**src/rtl/mem_port_arbiter.sv**
```systemverilog
// ---------------------------------------------------------------------------
// mem_port_arbiter
//
// Shares one single-port memory between an instruction-fetch port (if_*)
// and a data port (dm_*). Only one access is in flight at a time: a
// request is granted combinationally while the arbiter is idle. The access
// is then issued to memory on the following cycle. The read data is
// captured once the memory latency has elapsed, and it is returned to the
// requester with a one-cycle rvalid pulse.
//
// Parameters
//   MEM_LAT     memory read latency in cycles after the mem_en cycle (1..15)
//   STARVE_MAX  consecutive data grants tolerated while fetch waits (1..15)
//
// Ports
//   clk, reset                  clock, asynchronous active-high reset
//   if_req/if_addr              fetch request and byte address
//   if_gnt/if_rvalid/if_rdata   fetch accept, data valid pulse, instruction
//   dm_req/dm_we/dm_addr/
//   dm_wdata                    data request, store flag, address, store data
//   dm_gnt/dm_rvalid/dm_rdata   data accept, done pulse, load data
//   mem_en/mem_we/mem_addr/
//   mem_wdata/mem_rdata         single-port memory interface
//
// Build option
//   ARB_STARVE_GUARD_EN  when defined, fetch wins a contended cycle after
//                        STARVE_MAX data grants in a row while fetch waited.
//                        When undefined, the data port always has priority.
// ---------------------------------------------------------------------------
module mem_port_arbiter #(
    parameter int MEM_LAT    = 2,
    parameter int STARVE_MAX = 4
) (
    input  logic        clk,
    input  logic        reset,
    input  logic        if_req,
    input  logic [63:0] if_addr,
    output logic        if_gnt,
    output logic        if_rvalid,
    output logic [31:0] if_rdata,
    input  logic        dm_req,
    input  logic        dm_we,
    input  logic [63:0] dm_addr,
    input  logic [63:0] dm_wdata,
    output logic        dm_gnt,
    output logic        dm_rvalid,
    output logic [63:0] dm_rdata,
    output logic        mem_en,
    output logic        mem_we,
    output logic [63:0] mem_addr,
    output logic [63:0] mem_wdata,
    input  logic [63:0] mem_rdata
);

    if (MEM_LAT < 1 || MEM_LAT > 15 || STARVE_MAX < 1 || STARVE_MAX > 15) begin : g_bad_param
        $error("mem_port_arbiter: MEM_LAT and STARVE_MAX must lie in 1..15");
    end

    localparam logic [1:0] S_IDLE    = 2'd0;
    localparam logic [1:0] S_BUSY_IF = 2'd1;
    localparam logic [1:0] S_BUSY_DM = 2'd2;

    localparam logic [3:0] LP_MEM_LAT = 4'(MEM_LAT);

    logic [1:0]  r_state;
    logic [3:0]  r_lat_cnt;
    logic        r_mem_en;
    logic        r_mem_we;
    logic [63:0] r_mem_addr;
    logic [63:0] r_mem_wdata;
    logic        r_if_rvalid;
    logic [31:0] r_if_rdata;
    logic        r_dm_rvalid;
    logic [63:0] r_dm_rdata;

    logic        w_idle;
    logic        w_if_win;
    logic        w_dm_win;
    logic        w_done;
    logic        w_if_first;

`ifdef ARB_STARVE_GUARD_EN
    localparam logic [3:0] LP_STARVE_MAX = 4'(STARVE_MAX);

    logic [3:0] r_starve_cnt;

    // Fetch takes priority only once the data port has used up its run.
    assign w_if_first = (r_starve_cnt == LP_STARVE_MAX);

    always_ff @(posedge clk or posedge reset) begin
        if (reset) begin
            r_starve_cnt <= 4'd0;
        end else if (w_if_win) begin
            r_starve_cnt <= 4'd0;
        end else if (w_dm_win && if_req) begin
            r_starve_cnt <= r_starve_cnt + 4'd1;
        end
    end
`else
    assign w_if_first = 1'b0;
`endif

    // Grant decision: combinational, only while idle.
    always_comb begin
        w_idle   = (r_state == S_IDLE);
        w_if_win = 1'b0;
        w_dm_win = 1'b0;
        if (w_idle) begin
            if (if_req && (!dm_req || w_if_first)) begin
                w_if_win = 1'b1;
            end else if (dm_req) begin
                w_dm_win = 1'b1;
            end
        end
    end

    // The counter starts at 0 in the mem_en cycle, so it reaches MEM_LAT
    // exactly in the cycle where mem_rdata is valid.
    assign w_done = (r_lat_cnt == LP_MEM_LAT);

    always_ff @(posedge clk or posedge reset) begin
        if (reset) begin
            r_state     <= S_IDLE;
            r_lat_cnt   <= 4'd0;
            r_mem_en    <= 1'b0;
            r_mem_we    <= 1'b0;
            r_mem_addr  <= 64'd0;
            r_mem_wdata <= 64'd0;
            r_if_rvalid <= 1'b0;
            r_if_rdata  <= 32'd0;
            r_dm_rvalid <= 1'b0;
            r_dm_rdata  <= 64'd0;
        end else begin
            r_mem_en    <= w_if_win | w_dm_win;
            r_if_rvalid <= 1'b0;
            r_dm_rvalid <= 1'b0;
            if (w_if_win) begin
                r_state     <= S_BUSY_IF;
                r_lat_cnt   <= 4'd0;
                r_mem_we    <= 1'b0;
                r_mem_addr  <= if_addr;
                r_mem_wdata <= 64'd0;
            end else if (w_dm_win) begin
                r_state     <= S_BUSY_DM;
                r_lat_cnt   <= 4'd0;
                r_mem_we    <= dm_we;
                r_mem_addr  <= dm_addr;
                r_mem_wdata <= dm_wdata;
            end else if (r_state == S_BUSY_IF || r_state == S_BUSY_DM) begin
                if (w_done) begin
                    r_state   <= S_IDLE;
                    r_lat_cnt <= 4'd0;
                    if (r_state == S_BUSY_IF) begin
                        r_if_rvalid <= 1'b1;
                        r_if_rdata  <= mem_rdata[31:0];
                    end else begin
                        r_dm_rvalid <= 1'b1;
                        // Stores complete without disturbing the load data.
                        if (!r_mem_we) begin
                            r_dm_rdata <= mem_rdata;
                        end
                    end
                end else begin
                    r_lat_cnt <= r_lat_cnt + 4'd1;
                end
            end else if (r_state != S_IDLE) begin
                // Unused encoding: recover to idle.
                r_state   <= S_IDLE;
                r_lat_cnt <= 4'd0;
            end
        end
    end

    // Grants are combinational, so they are masked while reset is asserted.
    assign if_gnt    = w_if_win & ~reset;
    assign dm_gnt    = w_dm_win & ~reset;
    assign if_rvalid = r_if_rvalid;
    assign if_rdata  = r_if_rdata;
    assign dm_rvalid = r_dm_rvalid;
    assign dm_rdata  = r_dm_rdata;
    assign mem_en    = r_mem_en;
    assign mem_we    = r_mem_we;
    assign mem_addr  = r_mem_addr;
    assign mem_wdata = r_mem_wdata;

endmodule

```
**config.mk**
```make
export PLATFORM = sky130hd
export DESIGN_NAME = mem_port_arbiter
export DESIGN_NICKNAME = d
export VERILOG_FILES = /design/src/rtl/mem_port_arbiter.sv
export SDC_FILE = /design/constraint.sdc
export NUM_CORES = 1
export LEC_CHECK = 0
export ABC_AREA = 1
export CORE_AREA = 2 2 193 195
export DETAILED_ROUTE_END_ITERATION = 10
export DIE_AREA = 0 0 195 197
export SYNTH_ARGS = -nofsm -noshare
export SYNTH_HDL_FRONTEND = slang
export SYNTH_SLANG_ARGS = --single-unit
```
**constraint.sdc**
```tcl
create_clock -name clk -period 22.8 [get_ports clk]
set_clock_uncertainty 0.2 [all_clocks]
set_input_delay 6.84 -clock clk [delete_from_list [all_inputs] [get_ports clk]]
set_output_delay 6.84 -clock clk [all_outputs]
set_load 0.05 [all_outputs]
```
==> flow_summary.json, run 1 <==
{
  "die_h_um": 197,
  "core_um2": 36300,
  "synth_nets": 1344,
  "grt_setup_unrepaired": "false",
  "numClockSinks": 234,
  "setup_tns_ns": 0,
  "synth_area_um2": 9610,
  "die-area_um2": 38400,
  "io_buffers": 490,
  "whs_path_depth": 2,
  "path_cells": "clkdlybuf4s50_1, nand2_4, nor2_4, buf_4, inv_1, nor2_1, clkdlybuf4s50_1",
  "drt_iter0_markers": 415,
  "status": "complete, no violations",
  "clk_latency_ns": 0.53,
  "r2r-start": "r_state[0]",
  "drc_errors": 0,
  "power_density_nw_per_um2": 160,
  "wirelength_um": 34800,
  "grt_pass1_vias": 9155,
  "cp_top_family": "buffers and inverters",
  "critical_path_buf_inv_count": 4,
  "startpoint_type": "primary input",
  "grt_max_degree": 97,
  "final_common_cell": "clkdlybuf4s50_1",
  "fin_area_um2": 15800,
  "max_stage_delay_ns": 0.81,
  "die_x_um": 195,
  "gp_congestion": 0.784,
  "worst-r2r-cell-count": 8,
  "critPathSlowestCell": "clkdlybuf4s50_1",
  "yosys_warnings": 0,
  "hold_buffers": 0,
  "yosysTopAreaCell": "dfrtp_1",
  "placed_cell_area_um2": 14800,
  "holdPathEnd": "mem_wdata[0]",
  "pre_cts_slack_ns": 6.49,
  "finalHoldViolations": 0,
  "fmax_ghz": 0.0615,
  "synth.top_cells.by_area": "dfrtp_1 (61%), nand2_1 (16%), nand3_1 (12%)",
  "viasPerCell": 4.48,
  "crit_required_ns": 15.76,
  "worstReg2RegEnd": "dm_rdata[9]",
  "clock_path_buffers": 3,
  "htreeDepth": 1,
  "hold_start": "mem_wdata[0]",
  "rrSetupSlack_ns": 19.74,
  "io_pins": 491,
  "gr-total-overflow": 0,
  "wl_per_cell_um": 17.2,
  "grt.total_usage_pct": 17.6,
  "grt_pass1_wl_um": 53500,
  "p_leak_uw": 0.00731,
  "cts_buffers": 28,
  "path_class": "primary input to output pin",
  "rows": 70,
  "fin_nets": 1798,
  "setup_ws_ns": 6.54,
  "area_growth_pct": 64.4,
  "start_util_pct": 26.5,
  "drive_gt1_share_pct": 4.57,
  "arrival_ns": 9.22,
  "drv_slew": 0,
  "post_synth_num_cell_types": 19,
  "num_vias": 9063,
  "cp_max_fo": 65,
  "synthArstFlopShare_pct": 100,
  "endpoint_kind": "output pin",
  "ys.flop_type": "dfrtp_1",
  "peakVddDrop_v": 0.0000725,
  "period_needed_ns": 16.26,
  "max-cap-violations": 0,
  "ys_ff_latch": 234,
  "syn_area_per_cell_um2": 8.92,
  "cts_root_buffer": "clkbuf_16",
  "synth-edff-count": 0,
  "dr.pass1.iters": 8,
  "postCtsSetupBuffers": 0,
  "timing.final.crit_share_pct": 71.3,
  "yosysSeqAreaShare_pct": 60.9,
  "min-delay-path-class": "flip-flop to flip-flop",
  "clkTransAtPathRegs_ns": 0.06,
  "cts_resized": 0,
  "netlist.area_leader.share_pct": 60.9,
  "dp_hpwl_um": 25200,
  "path_common_cell": "clkdlybuf4s50_1",
  "worstMarginPinSlew_ns": 1.13,
  "antenna_found_initial": 2,
  "ant_nets": 0,
  "layout_common_cells": "clkdlybuf4s50_1 (489), nand2_1 (402), dfrtp_1 (234)",
  "cts_tree": "done",
  "relSlewSlack_pct": 24.5,
  "setup_viol": 0,
  "syn_inst": 1078
}
where the power goes:
group	switching, uW	total (uW)	internal [uW]	leakage, uW
Combinational	957	1380	421	0.00379
Clock	178	468	290	0.000479
Sequential	93.8	682	588	0.00304
Total	1230	2530	1300	0.00731
synth_stat cells (5+ instances only):
master    count
dfrtp_1     234
buf_1         7
nor2_1       10
clkbuf_1     22
buf_6         7
o21ai_0      49
inv_1        47
o21ai_1      15
nand3_1     229
nand2_1     403
ha_1          5
buf_2        34
flip-flops by register name, indices dropped and copies added (netlist names):
signal,cells
dm_rdata,64
mem_addr,64
mem_wdata,64
if_rdata,32
r_lat_cnt,4
r_state,2
dm_rvalid,1
if_rvalid,1
mem_en,1
mem_we,1
cell type report:
class	instances	area [um2]
clock inverters	10	140
multi-input cells	723	3230
repair buffers	498	4960
flip-flops and latches	234	5860
inverters	47	184
fillers	3588	20500
well taps	468	586
diodes	1	2.50
clock buffers	42	845
worst max-delay path by stage:
stage | startpoint | to | slack [ns] | depth (start not counted)
after floorplan | dm_req | if_gnt | 7.60 | 6
after global placement | if_req | if_gnt | 6.46 | 7
after detailed placement | if_req | if_gnt | 6.49 | 7
after CTS | if_req | if_gnt | 6.48 | 7
after global routing | if_req | if_gnt | 6.37 | 7
final | if_req | if_gnt | 6.54 | 7
through the flow:
| stage | utilization (%) | total power [uW] | hold slack, ns | instances |
|---|---|---|---|---|
| after floorplan | - | 1560 | 0.242 | 1078 |
| after global placement | 40.9 | 2070 | 0.253 | 1970 |
| after detailed placement | 40.9 | 2080 | 0.257 | 1970 |
| after CTS | 43.6 | 2560 | 0.273 | 2022 |
| after global routing | 43.6 | 2660 | 0.294 | 2022 |
| final | 43.6 | 2530 | 0.269 | 2023 |
per-layer routing:
metal / track usage (%) / part of all wire (%) / vias to the layer above
met5: 0 / 0.032 / -
li1: - / - / 4378
met2: 30.2 / 48 / 375
met1: 21.1 / 40 / 4266
met3: 6.09 / 9.7 / 42
met4: 4.72 / 2.1 / 2
logic make-up (layout without fill, tap and decap cells):
logic type,count (synthesis),in the layout,synth area share [%]
compound gates,68,68,3.70
fa+ha+maj,5,5,0.651
buf+inv,121,597,5.87
flops,234,234,60.9
other cells,0,1,0
simple gates,650,650,28.9
tightest hold or removal path, stage by stage (launching register included):
cell	delay, ns
dfrtp_1	0.34
nand2_1	0.05
nand2_1	0.05
Power figures use the tool's default switching activity.
==> inputs of run 2 (changes only) <==
==> constraint.sdc (replaced) <==
create_clock -name clk -period 15.5 [get_ports clk]
set_clock_uncertainty 0.2 [all_clocks]
set_input_delay 4.65 -clock clk [delete_from_list [all_inputs] [get_ports clk]]
set_output_delay 4.65 -clock clk [all_outputs]
set_load 0.05 [all_outputs]
==> run 2 against run 1 <==
  * Clock power up 44%
  * First-iteration DRC count down 11%
  * Sequential cell count stayed put
  * Cell area down 0.21%
  * Count of clock-buffer cells in the layout is 1 lower
  * Final cell count hardly changed
  * Utilization fell by 0.093 points
  * Via count about the same
  * Die area unchanged
  * Non-clock buffer count stayed put
==> flow_summary.json, run 2 (synthesized netlist as in run 1, its figures left out) <==
{
  "arrival_ns": 7.06,
  "grt_max_degree": 97,
  "ant_nets": 0,
  "core_um2": 36300,
  "finalHoldViolations": 0,
  "clock_path_buffers": 3,
  "cts_buffers": 28,
  "power_density_nw_per_um2": 235,
  "period_needed_ns": 11.91,
  "min-delay-path-class": "flip-flop to flip-flop",
  "cts_resized": 0,
  "path_class": "primary input to output pin",
  "multi_input_area_um2": 3230,
  "critical_path_buf_inv_count": 4,
  "grt_pass1_wl_um": 53900,
  "num_vias": 9054,
  "hold_buffers": 0,
  "clk_latency_ns": 0.54,
  "grt_use_met2_pct": 30.4,
  "io_buffers": 490,
  "viasPerCell": 4.48,
  "grt_pass1_vias": 9260,
  "placedCellCount": 1970,
  "power_uw": 3710,
  "status": "complete, no violations",
  "placed_cell_area_um2": 14800,
  "wirelength_um": 35200,
  "postCtsSetupBuffers": 0,
  "relSlewSlack_pct": 24.4,
  "cts_tree": "done",
  "grt.total_usage_pct": 17.8,
  "path_cells": "clkdlybuf4s50_1, nand2_4, nor2_4, buf_4, inv_1, nor2_1, clkdlybuf4s50_1",
  "grt_setup_unrepaired": "false",
  "htreeDepth": 1,
  "final_common_cell": "clkdlybuf4s50_1",
  "drv_slew": 0,
  "endpoint_kind": "output pin",
  "peakVddDrop_v": 0.0000961,
  "die_x_um": 195,
  "clkTransAtPathRegs_ns": 0.06,
  "fmax_ghz": 0.0840,
  "max_stage_delay_ns": 0.81,
  "wl_per_cell_um": 17.4,
  "numClockSinks": 234,
  "p_leak_uw": 0.00729,
  "setup_tns_ns": 0,
  "gr-total-overflow": 0,
  "startpoint_type": "primary input",
  "timing.final.crit_share_pct": 76.8,
  "die_h_um": 197,
  "grt_use_met1_pct": 20.7,
  "busiest_layer": "met2",
  "antenna_found_initial": 3,
  "fin_nets": 1798,
  "dp_hpwl_um": 25400,
  "cp_max_fo": 65,
  "grt_util_met3_pct": 6.66,
  "drive_gt1_share_pct": 4.44,
  "die-area_um2": 38400,
  "ff_latch_area_um2": 5860,
  "cts_root_buffer": "clkbuf_16",
  "path_common_cell": "clkdlybuf4s50_1",
  "gp_congestion": 0.781,
  "hold_ws_ns": 0.268,
  "worstMarginPinSlew_ns": 1.13,
  "drt_iter0_markers": 368,
  "max-cap-violations": 0,
  "fin_area_um2": 15800,
  "area_growth_pct": 64.0,
  "cp_top_family": "buffers and inverters",
  "dr.pass1.iters": 7,
  "final_cells": 2022,
  "layout_common_cells": "clkdlybuf4s50_1 (489), nand2_1 (402), dfrtp_1 (234)",
  "setup_viol": 0,
  "rrSetupSlack_ns": 12.45,
  "drc_errors": 0,
  "crit_required_ns": 10.65,
  "fillCellCount": 3575,
  "io_pins": 491,
  "start_util_pct": 26.5,
  "critPathSlowestCell": "clkdlybuf4s50_1",
  "rows": 70
}
run 2: changes by cell type in the layout (fill, tap and decap cells not counted), sizes merged:
cell,previous run,this run
clkbuf,42,41
clkinv,4,5
inv,48,47
run 2: per-layer routing:
layer,vias to the layer above,share of wire (%)
li1,4375,-
met3,53,10
met5,-,0.037
met4,2,2.6
met2,370,48
met1,4254,39
run 2: layout make-up:
cell class                      instances  area share (%)
Antenna cell                            1          0.0159
Clock buffer                           41            5.21
Tap cell                              468            3.71
Inverter                               47            1.17
Timing Repair Buffer                  498            31.5
Clock inverter                         10           0.825
Sequential cell                       234            37.1
Multi-Input combinational cell        723            20.5
run 2: worst reg2reg max path: stages (launching register included):
cell and delay (ns):
dfrtp_1 0.39, inv_1 0.12, ha_4 0.64, o21ai_4 0.45, buf_4 0.44, buf_4 0.43
nand2_1 0.18, nand3_1 0.08
run 2: metrics by stage:
| stage | worst slack (ns) | utilization [%] |
|---|---|---|
| final | 3.59 | 43.5 |
| after global placement | 3.56 | 40.9 |
| after floorplan | 4.23 | - |
| after global routing | 3.49 | 43.5 |
| after detailed placement | 3.56 | 40.9 |
| after CTS | 3.55 | 43.5 |
run 2: path summary, 6_finish.rpt:
path	endpoint	start	cells after the start
setup / recovery	if_gnt	if_req	7
hold / removal	mem_wdata[14]	mem_wdata[14]	2
setup reg to reg	mem_addr[36]	r_state[0]	7
hold reg to reg	mem_wdata[14]	mem_wdata[14]	2
max in group asynchronous	mem_wdata[2]	reset	3
min in group asynchronous	mem_wdata[59]	reset	2
run 2: power breakdown:
part	switching (uW)	internal (uW)	leakage, uW
registers	138	866	0.00304
logic	1410	619	0.00379
clock network	261	415	0.000464
==> inputs of run 3 (changes only) <==
==> constraint.sdc (replaced) <==
create_clock -name clk -period 10.4 [get_ports clk]
set_clock_uncertainty 0.2 [all_clocks]
set_input_delay 3.12 -clock clk [delete_from_list [all_inputs] [get_ports clk]]
set_output_delay 3.12 -clock clk [all_outputs]
set_load 0.05 [all_outputs]
==> run 3 against run 2 <==
  * Clock power rose by 52%
  * Die area did not move
  * Critical path depth decreased by 1
  * Via count is 0.15% lower
  * Sequential cell count is the same
  * Worst setup slack got worse by 1.4 ns
  * Combinational power up 49%
  * Non-clock buffer count did not move
  * Wire length fell by 1.0%
  * Hold slack worse by 0.0014 ns
  * Sequential share of layout area decreased by 0.11 points
  * Highest routed layer unchanged
  * Critical path type unchanged
==> flow_summary.json, run 3 (synthesized netlist as in run 1, its figures left out) <==
{
  "io_buffers": 490,
  "grt_pass1_wl_um": 53300,
  "core_um2": 36300,
  "die_h_um": 197,
  "setup_viol": 0,
  "fin_nets": 1798,
  "drt_iter0_markers": 326,
  "drv_slew": 0,
  "num_vias": 9040,
  "ff_latch_area_um2": 5860,
  "fillCellCount": 3606,
  "layout_common_cells": "clkdlybuf4s50_1 (489), nand2_1 (402), dfrtp_1 (234)",
  "critical_path_buf_inv_count": 3,
  "die_x_um": 195,
  "drive_gt1_share_pct": 4.83,
  "dr.pass1.iters": 6,
  "worstMarginPinSlew_ns": 1.13,
  "arrival_ns": 4.91,
  "viasPerCell": 4.47,
  "io_pins": 491,
  "clock_path_buffers": 3,
  "finalHoldViolations": 0,
  "setup_tns_ns": 0,
  "start_util_pct": 26.5,
  "final_common_cell": "clkdlybuf4s50_1",
  "fmax_ghz": 0.121,
  "timing.final.crit_share_pct": 79.2,
  "cts_resized": 0,
  "area_growth_pct": 64.5,
  "clk_latency_ns": 0.54,
  "rows": 70,
  "relSlewSlack_pct": 24.1,
  "antenna_found_initial": 3,
  "ant_nets": 0,
  "cts_buffers": 28,
  "htreeDepth": 1,
  "cts_tree": "done",
  "wl_per_cell_um": 17.2,
  "startpoint": "if_req",
  "peakVddDrop_v": 0.000173,
  "status": "complete, no violations",
  "cp_top_family": "buffers and inverters",
  "path_cells": "clkdlybuf4s50_1, nand2_4, nor2_4, inv_1, nor2_1, clkdlybuf4s50_1",
  "critPathSlowestCell": "clkdlybuf4s50_1",
  "cp_max_fo": 4,
  "clkTransAtPathRegs_ns": 0.06,
  "endpoint_kind": "output pin",
  "gr-total-overflow": 0,
  "p_leak_uw": 0.00732,
  "grt.total_usage_pct": 17.6,
  "crit_required_ns": 7.08,
  "period_needed_ns": 8.23,
  "drc_errors": 0,
  "grt_setup_unrepaired": "false",
  "path_common_cell": "clkdlybuf4s50_1",
  "hold_buffers": 0,
  "multi_input_area_um2": 3230,
  "min-delay-path-class": "flip-flop to flip-flop",
  "dp_hpwl_um": 25000,
  "grt_pass1_vias": 9000,
  "r2r-start": "r_state[0]",
  "startpoint_type": "primary input",
  "postCtsSetupBuffers": 0,
  "die-area_um2": 38400,
  "cts_root_buffer": "clkbuf_16",
  "final_core_util_pct": 43.6,
  "max_stage_delay_ns": 0.82,
  "max-cap-violations": 0,
  "power_density_nw_per_um2": 351,
  "path_class": "primary input to output pin",
  "grt_max_degree": 101,
  "gp_congestion": 0.765,
  "hold_start": "mem_wdata[32]",
  "numClockSinks": 234,
  "wirelength_um": 34900
}
==> run 3: cell types whose count changed in the layout (fill, tap and decap cells not counted), sizes merged <==
cell	delta
clkbuf	+1
clkinv	-1
inv	+1
bufinv	-1
clkinvlp	+1
==> run 3: layout make-up <==
| type | instances | area share [%] |
|---|---|---|
| clock buffer | 42 | 5.59 |
| antenna | 1 | 0.0158 |
| timing repair buffer | 498 | 31.4 |
| tap | 468 | 3.70 |
| multi-input combinational | 723 | 20.4 |
| clock inverter | 10 | 0.704 |
| sequential | 234 | 37.0 |
| inverter | 47 | 1.16 |
==> run 3: final timing paths <==
| kind | endpoint | slack, ns | cells past startpoint |
|---|---|---|---|
| setup / recovery | if_gnt | 2.17 | 6 |
| hold / removal | mem_wdata[32] | 0.27 | 2 |
| setup reg to reg | dm_rdata[12] | 7.16 | 8 |
| hold reg to reg | mem_wdata[32] | 0.27 | 2 |
| max in group asynchronous | mem_addr[8] | 5.53 | 3 |
| min in group asynchronous | mem_addr[52] | 2.94 | 2 |
==> run 3: per-stage QoR <==
stage | cells | hold slack, ns | instance area (um2) | power (uW) | worst slack (ns)
finish | 2023 | 0.267 | 15800 | 5550 | 2.17
global route | 2022 | 0.282 | 15800 | 5840 | 2.11
CTS | 2022 | 0.272 | 15800 | 5620 | 2.17
detailed placement | 1970 | 0.257 | 14800 | 4560 | 2.19
global placement | 1970 | 0.253 | 14800 | 4530 | 2.19
floorplan | 1078 | 0.242 | 9610 | 3420 | 0.662
==> run 3: worst min-delay path, delay by kind of cell (launching register included) <==
kind	cells	cell delay, ns
flops	1	0.34
simple gates	2	0.09
==> run 3: where the power goes <==
part           internal, uW  total [uW]  switching (uW)
Clock                   636        1030             397
Sequential             1290        1490             204
Combinational           923        3020            2100
Total                  2850        5550            2700
==> run 3: metal layers <==
layer | routed length, um | vias to the layer above | GRT usage (%)
met5 | 24 | - | 0
met4 | 560 | 4 | 3.79
met3 | 3450 | 43 | 6.33
met2 | 16800 | 375 | 29.8
met1 | 14000 | 4232 | 21.4
li1 | - | 4386 | -
